## src/rtl/fetch_queue.sv

```systemverilog
// Instruction fetch queue: PC register, combinational ROM lookup, DEPTH-entry FIFO of {inst, pc+4}.
// Define FETCH_QUEUE_PERF_EN to add the full-cycle and flush performance counters.
module fetch_queue #(
  parameter int unsigned DEPTH    = 4,
  parameter logic [31:0] RESET_PC = 32'h0
) (
  input  logic                     clk,
  input  logic                     rst,
  input  logic                     halt,
  input  logic                     redirect,
  input  logic [31:0]              redirect_pc,
  output logic [9:0]               rom_addr,
  input  logic [31:0]              rom_data,
  output logic                     out_valid,
  input  logic                     out_ready,
  output logic [31:0]              out_inst,
  output logic [31:0]              out_pc4,
  output logic [$clog2(DEPTH):0]   fill
`ifdef FETCH_QUEUE_PERF_EN
  ,
  output logic [31:0]              perf_full_cycles,
  output logic [31:0]              perf_flush_cnt
`endif
);

  localparam int unsigned AW   = $clog2(DEPTH);
  localparam logic [AW:0] FULL = (AW+1)'(DEPTH);

  logic [31:0]   r_pc;
  logic [AW-1:0] r_head;
  logic [AW-1:0] r_tail;
  logic [AW:0]   r_fill;
  logic [31:0]   r_inst [DEPTH];
  logic [31:0]   r_pc4  [DEPTH];

  logic          w_active;
  logic          w_pop;
  logic          w_push;
  logic [31:0]   w_pc_next;

  assign w_active  = ~halt & ~redirect;
  assign w_pop     = w_active & out_valid & out_ready;
  assign w_push    = w_active & ((r_fill != FULL) | w_pop);
  assign w_pc_next = r_pc + 32'd4;

  assign rom_addr  = r_pc[11:2];
  assign fill      = r_fill;
  assign out_valid = (r_fill != '0);
  // Empty queue presents a zero bubble; head storage may hold stale data.
  assign out_inst  = out_valid ? r_inst[r_head] : 32'h0;
  assign out_pc4   = out_valid ? r_pc4[r_head]  : 32'h0;

  // NOTE: sequential state uses non-blocking assignments so every register samples pre-edge values.
  always_ff @(posedge clk) begin
    if (rst) begin
      r_pc   <= RESET_PC;
      r_fill <= '0;
      r_head <= '0;
      r_tail <= '0;
    end else if (!halt) begin
      if (redirect) begin
        r_fill <= '0;
        r_head <= r_tail;
        r_pc   <= redirect_pc & 32'hFFFF_FFFC;
      end else begin
        if (w_push) begin
          r_tail <= r_tail + AW'(1);
          r_pc   <= w_pc_next;
        end
        if (w_pop) begin
          r_head <= r_head + AW'(1);
        end
        if (w_push && !w_pop) begin
          r_fill <= r_fill + (AW+1)'(1);
        end else if (w_pop && !w_push) begin
          r_fill <= r_fill - (AW+1)'(1);
        end
      end
    end
  end

  // NOTE: entry storage has no reset; occupancy alone decides validity, so stale contents are never observed.
  always_ff @(posedge clk) begin
    if (w_push) begin
      r_inst[r_tail] <= rom_data;
      r_pc4[r_tail]  <= w_pc_next;
    end
  end

`ifdef FETCH_QUEUE_PERF_EN
  logic [31:0] r_perf_full;
  logic [31:0] r_perf_flush;

  always_ff @(posedge clk) begin
    if (rst) begin
      r_perf_full  <= '0;
      r_perf_flush <= '0;
    end else if (!halt) begin
      if (r_fill == FULL) begin
        r_perf_full <= r_perf_full + 32'd1;
      end
      if (redirect) begin
        r_perf_flush <= r_perf_flush + 32'd1;
      end
    end
  end

  assign perf_full_cycles = r_perf_full;
  assign perf_flush_cnt   = r_perf_flush;
`endif

endmodule

```

## config.mk

```make
export PLATFORM = sky130hd
export DESIGN_NAME = fetch_queue
export DESIGN_NICKNAME = d
export VERILOG_FILES = /design/src/rtl/fetch_queue.sv
export SDC_FILE = /design/constraint.sdc
export NUM_CORES = 1
export LEC_CHECK = 0
export ABC_AREA = 1
export CORE_MARGIN = 5
export CORE_UTILIZATION = 40
export CTS_BUF_LIST = sky130_fd_sc_hd__clkbuf_8
export DETAILED_ROUTE_END_ITERATION = 8
export PLACE_DENSITY_LB_ADDON = 0.15
export SYNTH_ARGS = -nofsm -noshare
export SYNTH_HDL_FRONTEND = slang
export SYNTH_SLANG_ARGS = --single-unit
export TNS_END_PERCENT = 20
```

## constraint.sdc

```tcl
create_clock -name clk -period 5.3 [get_ports clk]
set_clock_uncertainty 0.15 [all_clocks]
set_input_delay 0.53 -clock clk [delete_from_list [all_inputs] [get_ports clk]]
set_output_delay 0.53 -clock clk [all_outputs]
set_load 0.03 [all_outputs]
```

==> reports/summary.md <==
The switching share of power was 0.263; the worst slack at placement was 1620 ps. For the pin with the worst max-slew slack, the measured transition is 1040 ps. After synthesis the netlist holds a flip-flop and latch count of 287. The share of power burned in combinational logic was 0.138. For the all-layer global routing usage, the log shows 0.175. The number of cells produced by synthesis came out at 1,178.

The final number of hold-violating endpoints is 0, and the CTS buffer count is 48. On the critical path, the stage with the largest delay is an instance of dfxtp_4. Initial antenna violation count: 0. The commonest cells after synthesis are nor2_1, edfxtp_1, o21ai_0, nand2_1, a21oi_1.

The final period demand of the worst path was 4160 ps; the total internal power was 3.80 mW. STA classifies the critical path startpoint as a flop. The netlist uses 32 different library cells. The worst setup path is captured at a primary output. The H-tree depth came out at 2.

The number of core rows came out at 64. The finished cells cover 14,900 sq um. Input and output buffers added on the ports amount to 142. For this design the total switching power over the nets is 1.36 mW. From synthesis to final layout, the design area changed by 21.7%. The number of design rule violations left after detail routing is 0, and the required time at the worst-slack endpoint is 4620 ps. The number of buffer and inverter instances along the worst setup path is 2. The via count of the first global-routing pass is 8,194, and the standby leakage power is 5.11 nW. The total iterations of the first detailed-routing run came out at 5. The HPWL after detailed placement came out at 17.2 mm. The first-pass GRT wire length was 46.3 mm; the cell area after synthesis was 12,300 sq um. The kind of cell with the highest combined delay along the critical path is buffers and inverters. The logs give 0 for the number of buffers inserted by post-CTS setup repair and 79 for the maximum number of pins on one net before global-route repair. The number of enable-type register cells in the synthesized netlist is 248, and the clock group share of total power is 0.360. The congestion estimate from routability-driven global placement came to 0.867.

The height of the die was 185 um. The commonest register cell after synthesis is edfxtp_1. The region available for standard cell placement spans 30,400 sq um.

The post-synthesis average cell area was 10.4 sq um; the share of flip-flops with an asynchronous set or reset after synthesis was 0. The die outline width is 185 um, and the maximum buffer depth of the clock tree is 3. For the final layout net count, the log shows 1,385. For this design the top-level I/O count stands at 147. The run gives 0.501 as the part of the total power dissipated in sequential elements.

Across the run, the number of max-cap violations was 0. The logs give 0 for the overall overflow remaining after global route and 0 for the number of warnings printed during yosys synthesis. For this run, the slowest stage of the critical path takes 830 ps.

The number of clock sinks was 287; the cell area after placement was 14,000 sq um. The run gives 0.403 as the initial cell density of the core. The class of the tightest hold or removal check was flop to flop.

The arrival time of the worst setup path was 3480 ps. Cell seen most often among critical-path stages: nor2_1. The largest fanout on the critical path is 66. The run finished with clean final reports. The fraction of layout instances using a drive strength above 1 works out to 0.0773. After synthesis, the cell types taking the most area are edfxtp_1, nor2_1, o21ai_0. For the final standard cell utilization of the core, the log shows 0.490. The logs give 0 for the number of buffers added to fix hold violations after cts and 0 for the number of setup violations in the final report. The maximum clock rate was 0.240 GHz. After detailed routing, the total wire length is 30.6 mm. The total design power was 5.16 mW; the reg2reg setup slack was 2830 ps. Die area: 34,200 sq um.

Summed over all instances, the cell type with the most area after synthesis is edfxtp_1. The number of instances resized during post-cts repair was 0. The post-route clock period utilization works out to 0.785. The run gives 0.306 as the worst max-slew margin expressed relative to the limit. The share of Yosys cell area claimed by the top area cell type is 0.608.

The via density per instance was 4.97. The worst-case IR drop observed on VDD is 174 uV. Clock-pin slew was measured on the worst setup and hold paths at 60 ps.

The critical path is of the flop to primary output type. For the final routed database, the setup TNS stands at 0 ps. The tools report the buffer type at the clock tree root as clkbuf_8.

In the post-synthesis netlist, the cell with the most instances is nor2_1. Setup repair after global routing left no endpoint under its margin. The share of the yosys chip area belonging to registers is 0.671, and the minimum setup slack in the final design is 1140 ps. The average wire per standard cell is 17.6 um. The remaining antenna violation count was 0; the power density over the cells was 346 nW/um^2. Number of pins with negative max-slew slack in the final report: 0. TritonCTS built the clock tree.

In this run, the number of DRC markers left after iteration 0 of detailed routing was 510. The routed layout has 8,656 vias. For the worst-skew pair, the clock arrives at the later sink with an insertion delay of 550 ps.

The diode insertion count for antenna repair came out at 0. The critical path goes through buf_4 > nor2_1 > nor2_1 > o21ai_0 > a21oi_1 > clkdlybuf4s50_1.
stage by stage:
stage | hold slack, ps | instances
floorplan | 344 | 1179
global placement | 345 | 1656
detailed placement | 344 | 1656
CTS | 357 | 1741
global route | 398 | 1741
finish | 353 | 1741
worst paths after layout:
kind / startpoint / to / cells past startpoint
worst min register to register: fill[1]$_SDFFE_PP0P_ / fill[1]$_SDFFE_PP0P_ / 2
worst max register to register: fill[1]$_SDFFE_PP0P_ / r_pc4[3][31]$_DFFE_PP_ / 5
worst min-delay path: fill[1]$_SDFFE_PP0P_ / fill[1]$_SDFFE_PP0P_ / 2
worst max-delay path: flop / out_pc4[14] / 6
cell type report:
| class | instances | area, sq um |
|---|---|---|
| fill | 2777 | 15500 |
| sequential | 287 | 8230 |
| multi-input combinational | 776 | 3570 |
| timing repair buffer | 155 | 1560 |
| clock buffer | 50 | 688 |
| tap | 396 | 495 |
| clock inverter | 35 | 219 |
| inverter | 42 | 159 |
power by group through the flow:
stage / clock network (mW) / logic [mW] / registers, mW
final: 1.86 / 0.714 / 2.59
after global routing: 2.01 / 0.785 / 2.59
after CTS: 1.91 / 0.727 / 2.59
after detailed placement: 0 / 0.725 / 2.63
after global placement: 0 / 0.719 / 2.63
after floorplan: 0 / 0.431 / 2.62
cells in the final DEF (no fill, tap or decap), types with 3 or more instances in the layout:
master,instances
nand2_1,125
nor2_1,293
ha_1,5
xnor2_1,5
inv_1,55
edfxtp_1,248
dfxtp_1,37
buf_12,3
nor2_2,9
nand3_1,20
buf_4,10
nor2_4,6
clkinv_2,5
xor2_2,3
nand2_2,6
a21oi_1,124
clkdlybuf4s50_1,142
xor2_1,4
clkinv_1,11
bufinv_16,3
clkbuf_8,50
o21ai_0,159
tightest hold or removal path: cells and delay by family, from the launching register on:
kind               cells  cell delay [ps]
DFF                    1              330
AOI/OAI and AO/OA      1               50
and+or+nand+nor        1               70
registers in the layout (all words and copies together), names as in the netlist, named ones only:
| register | flops |
|---|---|
| fill | 3 |
| r_tail | 2 |
| r_inst | 128 |
| r_pc4 | 120 |
| r_pc | 30 |
| r_head | 2 |
routing by layer:
metal / up-vias / track usage / share of wire
li1: 4297 / - / -
met1: 4093 / 0.240 / 0.46
met2: 215 / 0.290 / 0.47
met3: 51 / 0.0324 / 0.051
met4: 0 / 0.0482 / 0.021
met5: - / 0 / 0
kinds of logic after synthesis:
kind of cell | Yosys count | synth area share
flops | 287 | 0.671
simple gates | 468 | 0.152
other cells | 1 | 0.000306
xor+xnor | 12 | 0.0104
compound gates | 288 | 0.119
buf+inv | 116 | 0.0407
fa+ha+maj | 6 | 0.00674
Note: power is estimated with default switching activity, not from simulation.
